===== src/rtl/opb_register_ppc2simulink.sv =====
// OPB slave control register written by the PPC and driven into fabric logic.
// Holds a byte-writable control word plus a read-only count of committed writes.
module opb_register_ppc2simulink #(
  parameter logic [31:0] C_BASEADDR   = 32'h0000_0000,
  parameter logic [31:0] C_HIGHADDR   = 32'h0000_00FF,
  parameter int unsigned C_OPB_AWIDTH = 32,
  parameter int unsigned C_OPB_DWIDTH = 32,
  parameter logic [63:0] C_FAMILY     = "virtex6",
  parameter logic [31:0] C_DEFAULT    = 32'h0000_0000
) (
  input  logic                        OPB_Clk,
  input  logic                        OPB_Rst,
  output logic [0:C_OPB_DWIDTH-1]     Sl_DBus,
  output logic                        Sl_errAck,
  output logic                        Sl_retry,
  output logic                        Sl_toutSup,
  output logic                        Sl_xferAck,
  input  logic [0:C_OPB_AWIDTH-1]     OPB_ABus,
  input  logic [0:C_OPB_DWIDTH/8-1]   OPB_BE,
  input  logic [0:C_OPB_DWIDTH-1]     OPB_DBus,
  input  logic                        OPB_RNW,
  input  logic                        OPB_select,
  input  logic                        OPB_seqAddr,
  output logic [31:0]                 user_data_out,
  output logic                        user_data_update
);

  typedef enum logic [1:0] {StIdle, StAck, StGap} state_e;

  state_e      state_q, state_d;
  logic        rnw_q;
  logic        wsel_q;     // 1 selects WCOUNT, 0 selects CTRL
  logic [0:3]  be_q;
  logic [0:31] wdata_q;
  logic [0:31] ctrl_q, ctrl_d;
  logic [31:0] wcount_q;
  logic        update_q;
  logic        hit, commit;

  // Window test via borrow bits so a zero base does not degenerate into a constant compare.
  logic [32:0] lo_diff, hi_diff;
  assign lo_diff = {1'b0, OPB_ABus} - {1'b0, C_BASEADDR};
  assign hi_diff = {1'b0, C_HIGHADDR} - {1'b0, OPB_ABus};
  assign hit     = OPB_select & ~lo_diff[32] & ~hi_diff[32];

  logic unused_bits;
  assign unused_bits = ^{OPB_seqAddr, |C_FAMILY, lo_diff[31:0], hi_diff[31:0]};

  always_ff @(posedge OPB_Clk or posedge OPB_Rst) begin
    if (OPB_Rst) begin
      state_q <= StIdle;
    end else begin
      state_q <= state_d;
    end
  end

  always_comb begin
    state_d = state_q;
    unique case (state_q)
      StIdle:  if (hit) state_d = StAck;
      StAck:   state_d = StGap;
      StGap:   state_d = StIdle;
      default: state_d = StIdle;
    endcase
  end

  always_comb begin
    Sl_xferAck = 1'b0;
    Sl_DBus    = '0;
    if (state_q == StAck) begin
      Sl_xferAck = 1'b1;
      if (rnw_q) Sl_DBus = wsel_q ? wcount_q : ctrl_q;
    end
  end

  assign Sl_errAck  = 1'b0;
  assign Sl_retry   = 1'b0;
  assign Sl_toutSup = 1'b0;

  assign commit = (state_q == StAck) & ~rnw_q & ~wsel_q & (|be_q);

  always_comb begin
    ctrl_d = ctrl_q;
    for (int i = 0; i < 4; i++) begin
      if (be_q[i]) ctrl_d[8*i +: 8] = wdata_q[8*i +: 8];
    end
  end

  always_ff @(posedge OPB_Clk or posedge OPB_Rst) begin
    if (OPB_Rst) begin
      rnw_q    <= 1'b1;
      wsel_q   <= 1'b0;
      be_q     <= '0;
      wdata_q  <= '0;
      ctrl_q   <= C_DEFAULT;
      wcount_q <= '0;
      update_q <= 1'b0;
    end else begin
      if (state_q == StIdle && hit) begin
        rnw_q   <= OPB_RNW;
        wsel_q  <= OPB_ABus[29];
        be_q    <= OPB_BE;
        wdata_q <= OPB_DBus;
      end
      if (commit) begin
        ctrl_q   <= ctrl_d;
        wcount_q <= wcount_q + 32'd1;
      end
      update_q <= commit;
    end
  end

  assign user_data_out    = ctrl_q;
  assign user_data_update = update_q;

endmodule


===== config.mk =====
export PLATFORM = sky130hd
export DESIGN_NAME = opb_register_ppc2simulink
export DESIGN_NICKNAME = d
export VERILOG_FILES = /design/src/rtl/opb_register_ppc2simulink.sv
export SDC_FILE = /design/constraint.sdc
export NUM_CORES = 1
export LEC_CHECK = 0
export BUFFER_PORTS_ARGS = -buffer_cell sky130_fd_sc_hd__buf_2
export CORE_MARGIN = 2
export CORE_UTILIZATION = 50
export CTS_BUF_LIST = sky130_fd_sc_hd__clkbuf_8
export CTS_CLUSTER_SIZE = 14
export DETAILED_ROUTE_END_ITERATION = 7
export PLACE_DENSITY = 0.78
export SETUP_SLACK_MARGIN = 0.5
export SLEW_MARGIN = 20
export SYNTH_ARGS = -nofsm -noshare
export SYNTH_HDL_FRONTEND = slang
export SYNTH_SLANG_ARGS = --single-unit

===== constraint.sdc =====
create_clock -name OPB_Clk -period 3.87 [get_ports OPB_Clk]
set_clock_uncertainty 0.05 [all_clocks]
set_input_delay 0.1935 -clock OPB_Clk [delete_from_list [all_inputs] [get_ports OPB_Clk]]
set_output_delay 0.1935 -clock OPB_Clk [all_outputs]
set_load 0.02 [all_outputs]

# Yosys cells after proc, flatten, opt, wreduce, memory -nomap -nowiden
# Cells that the tools add are included.
[totals]
reg_bits = 105
out_inout_bits = 69
[classes]
bitwise_logic = 7
n_reduce_logical = 7
n_eq_ne = 2
n_mux = 6
add_sub_neg = 2
[ops]
columns = ["cell", "count"]
rows = [
  ["$mux W32", 3],
  ["$sub A8 B32 Y33 const A", 1],
  ["$add A32 B1 Y32 const B", 1],
  ["$reduce_and A2 Y1", 4],
  ["$and A1 B1 Y1", 4],
  ["$pmux W2 S2", 1],
  ["$reduce_or A4 Y1", 1],
  ["$not A1 Y1", 3],
  ["$eq A2 B1 Y1 const B", 1],
  ["$logic_not A2 Y1", 1],
  ["$mux W2", 1],
  ["$ne A2 B2 Y1 const B", 1],
  ["$logic_and A1 B1 Y1", 1],
  ["$mux W1", 1],
]

# Longest topological paths before layout
[depth]
depth_word = 5
depth_mapped = 6
ltp_nobuf = 6

# Worst setup path after synthesis
# Ideal clock, no wire load.
[synth_path]
path_type = "reg2reg"
from = "register wsel_q"
to = "register wcount_q[17]"
synth_period_minus_slack_ns = 2.066
t_required_ns = 3.745
t_arrival_ns = 1.941
path_stages_with_launch = 7
n_path_buf = 1
path_slack_ns = 1.804
setup_ns = 0.075
path_cell_list = "dfrtp_1 > buf_6 > or4b_4 > nor4_4 > and2_4 > and4_4 > xor2_2"
[synth_via]
elab_chain_cells = 3
[synth_rtl]
columns = ["element", "line_no", "rtl"]
rows = [
  ["start: declaration", "32", "logic wsel_q;"],
  ["start signal: assignment", "101", "wsel_q <= OPB_ABus[29];"],
  ["$not A1 Y1", "80", "assign commit = (state_q == StAck) & ~rnw_q & ~wsel_q & (|be_q);"],
  ["$and A1 B1 Y1 (2 in a row)", "80", ""],
  ["end signal: assignment", "107", "wcount_q <= wcount_q + 32'd1;"],
  ["end: declaration", "36", "logic [31:0] wcount_q;"],
]
# Every way passes these cells.
# A chain may end at the register's enable or synchronous reset.

# Worst setup path after layout
[layout_path]
from = "register state_q[1]"
to = "register wdata_q[27] (netlist name)"
[layout_via]
elab_chain_cells = 2
[layout_rtl]
columns = ["element", "line_no", "rtl"]
rows = [
  ["start: declaration", "30", "state_e state_q, state_d;"],
  ["start signal: assignment", "51", "state_q <= StIdle;"],
  ["start signal: assignment", "53", "state_q <= state_d;"],
  ["$logic_not A2 Y1", "99", "if (state_q == StIdle && hit) begin"],
  ["$logic_and A1 B1 Y1", "99", ""],
  ["end signal: assignment", "103", "wdata_q <= OPB_DBus;"],
  ["end: declaration", "34", "logic [0:31] wdata_q;"],
]
# Every way passes these cells.

==> reports/qor.yml <==
run_status:
  violations: "negative hold slack"
  status: "finished, violations left"
logic_synthesis:
  synth_area_leaders: "dfrtp_1, mux2_2, mux2i_1, xnor2_1, nor2_1"
  yosys_warnings: 0
  ys.flop_type: "dfrtp_1"
  synth-edff-count: 0
  syn_inst: 368
  syn-cell-area_sq_mm: 0.00473
  yosysTopAreaCell: "dfrtp_1"
  synth_cell_type_count: 34
  synth_top_area_share_pct: 55.0
  yosysMostFrequentCell: "dfrtp_1"
  seq_area_frac_synth_pct: 55.6
  avgSynthCellArea_sq_um: 12.9
  ys_top_cells_by_count: "dfrtp_1, mux2_2, nor2_1, mux2i_1, xnor2_1"
  async_flop_share_pct: 100
  ys_ff_latch: 105
floorplan:
  start_util_pct: 51.4
  die_w_um: 101
  die_area_sq_mm: 0.0103
  num_rows: 35
  dieHeight_um: 101
  coreArea_sq_mm: 0.00920
  pin_count: 142
sta:
  tightest_slew_ns: 0.920
  drv_slew: 0
  whs_ns: -0.0554
  setup_viol: 0
  finalHoldViolations: 38
  setup_slack_ns: 1.43
  rsz0062_at_grt: "no"
  max_freq_mhz: 410
  post-route-min-period_ns: 2.44
  fin_crit_sh_pct: 63.1
  relSlewSlack_pct: 38.6
  finalSetupTns_ns: 0
grt:
  grt_pass1_vias: 3223
  grt_overflow: 0
  grtUsageTotal_pct: 20.3
  grt_first_pass_wirelength_mm: 16.0
  grt_antenna_before_repair: 0
  grt_max_degree: 77
routing:
  wl_met1_mm: 4.60
  wl_met3_um: 449
  ant_nets: 0
  vias: 3366
  post_drt_wl_per_cell_um: 15.9
  highest_layer: "met4"
  finalWirelength_mm: 10.3
  post-route-drc-count: 0
  wl_met2_mm: 5.12
  drt_iter0_markers: 118
  vias_per_cell: 5.23
  drt-pass1-iter-count: 4
worst_setup_path:
  reg2reg_depth: 5
  start_kind: "flip-flop"
  path_max_fanout: 22
  worstPathArrival_ns: 2.64
  r2r-start: "state_q[1]"
  rrSetupSlack_ns: 1.43
  critPathKind: "flip-flop to flip-flop"
  end_kind: "flip-flop"
  crit_required_ns: 4.07
  r2r-end: "wdata_q[27]"
final_layout:
  area_growth_pct: 25.6
  multi_input_area_sq_mm: 0.00203
  n_antenna_cell: 0
  utilization_pct: 64.6
  nNetsFinal: 601
  layout-drive-gt1-share_pct: 43.8
  n_fill_cell: 752
  seq_area_sq_mm: 0.00263
place:
  pre_cts_ws_ns: 1.41
  hpwl_mm: 7.28
  gp_congestion: 0.788
  port_buffers: 130
flow_run:
  max-cap-violations: 0
power:
  ir_worst_vdd_v: 0.000152
  cellPowerDensity_mw_per_mm2: 304
  p_leak_nw: 3.01
clocking:
  path_clk_slew_ns: 0.10
  cts_root_buf: "clkbuf_8"
  cts_tree: "yes"
  worst_skew_pair.late_latency_ns: 0.37
  cts.sinks: 105
  numCtsBuffers: 9
  post-cts-setup-buffer-count: 0
  htree_levels: 3
  clock_path_buffers: 2
hold_path:
  hold_path_class: "input port to asynchronous set/reset pin"
-- repair_timing --
action                    in CTS  in global routing
gates resized for setup        0                  0
hold endpoints to repair      12                 15
hold buffers                  12                 15
-- worst max-delay path: stages (launching register included) --
cell     delay, ns
dfrtp_1       0.43
nor4b_1       0.35
nand4_1       0.20
nor2_4        0.48
buf_4         0.41
mux2_2        0.38
-- worst max-delay path by stage --
stage / startpoint / end / slack [ns] / cells after the start
after floorplan: OPB_Rst / be_q[0] / 0.87 / 1
after global placement: state_q[1] / wdata_q[26] / 1.47 / 5
after detailed placement: state_q[1] / be_q[1] / 1.41 / 5
final: state_q[1] / wdata_q[27] / 1.43 / 5
after global routing: state_q[1] / wdata_q[27] / 1.16 / 5
after CTS: state_q[1] / Sl_DBus[31] / 1.37 / 4
-- layer usage --
metal | up-vias | track usage (%)
met3 | 7 | 4.21
met4 | 0 | 5.30
met2 | 92 | 34.4
met5 | - | 0
met1 | 1664 | 26.8
li1 | 1603 | -
-- registers in the layout (all words and copies together), names as in the netlist --
signal	count
state_q	2
rnw_q	1
wcount_q	32
user_data_update	1
wdata_q	32
wsel_q	1
be_q	4
user_data_out	32
-- metrics by stage --
stage | power (W) | cell area, sq um | instances | hold slack, ns
final | 0.00180 | 5940 | 643 | -0.0554
after detailed placement | 0.00118 | 5490 | 600 | 0.378
after global routing | 0.00188 | 5940 | 643 | 0.000764
after CTS | 0.00181 | 5790 | 628 | 0.000104
after global placement | 0.00118 | 5490 | 600 | 0.376
after floorplan | 0.00114 | 4740 | 370 | 0.295
-- area by class of cell --
cell class	instances	share of cell area (%)
sequential	105	44.3
multi-input combinational	248	34.2
timing repair buffer	160	15.9
tap	111	2.34
clock buffer	10	2.32
clock inverter	6	0.716
inverter	3	0.232
-- power breakdown --
| part | internal [W] | switching (W) |
|---|---|---|
| Combinational | 0.0000422 | 0.0000369 |
| Clock | 0.000255 | 0.000373 |
| Sequential | 0.00110 | 0.000000000424 |
-- cell families (layout without fill, tap and decap cells) --
logic type / count (synthesis) / in the layout / share of synthesized area (%)
DFF: 105 / 105 / 55.6
buffers and inverters: 17 / 179 / 1.80
other: 1 / 3 / 0.0793
muxes: 103 / 103 / 23.7
adders and majority gates: 1 / 1 / 0.264
xor gates and xnor gates: 31 / 31 / 5.90
and+or+nand+nor: 110 / 110 / 12.7
-- cell usage in the layout (no fill, tap or decap), types with 2 or more instances in the layout --
master and instances:
dfrtp_1 103, buf_2 130, mux2_2 71, nor2_1 37
and4_1 5, nor4_4 2, and3_1 5, inv_6 3
nand4_1 8, buf_4 3, xor2_1 7, inv_1 3
nor4_1 5, clkbuf_8 10, xnor2_1 23, nand2_1 15
nor3b_1 2, nand3_1 15, nor2b_1 2, dlygate4sd3_1 27
mux2i_1 32, nor3_1 4, conb_1 3
(Power assumes the default switching activity.)
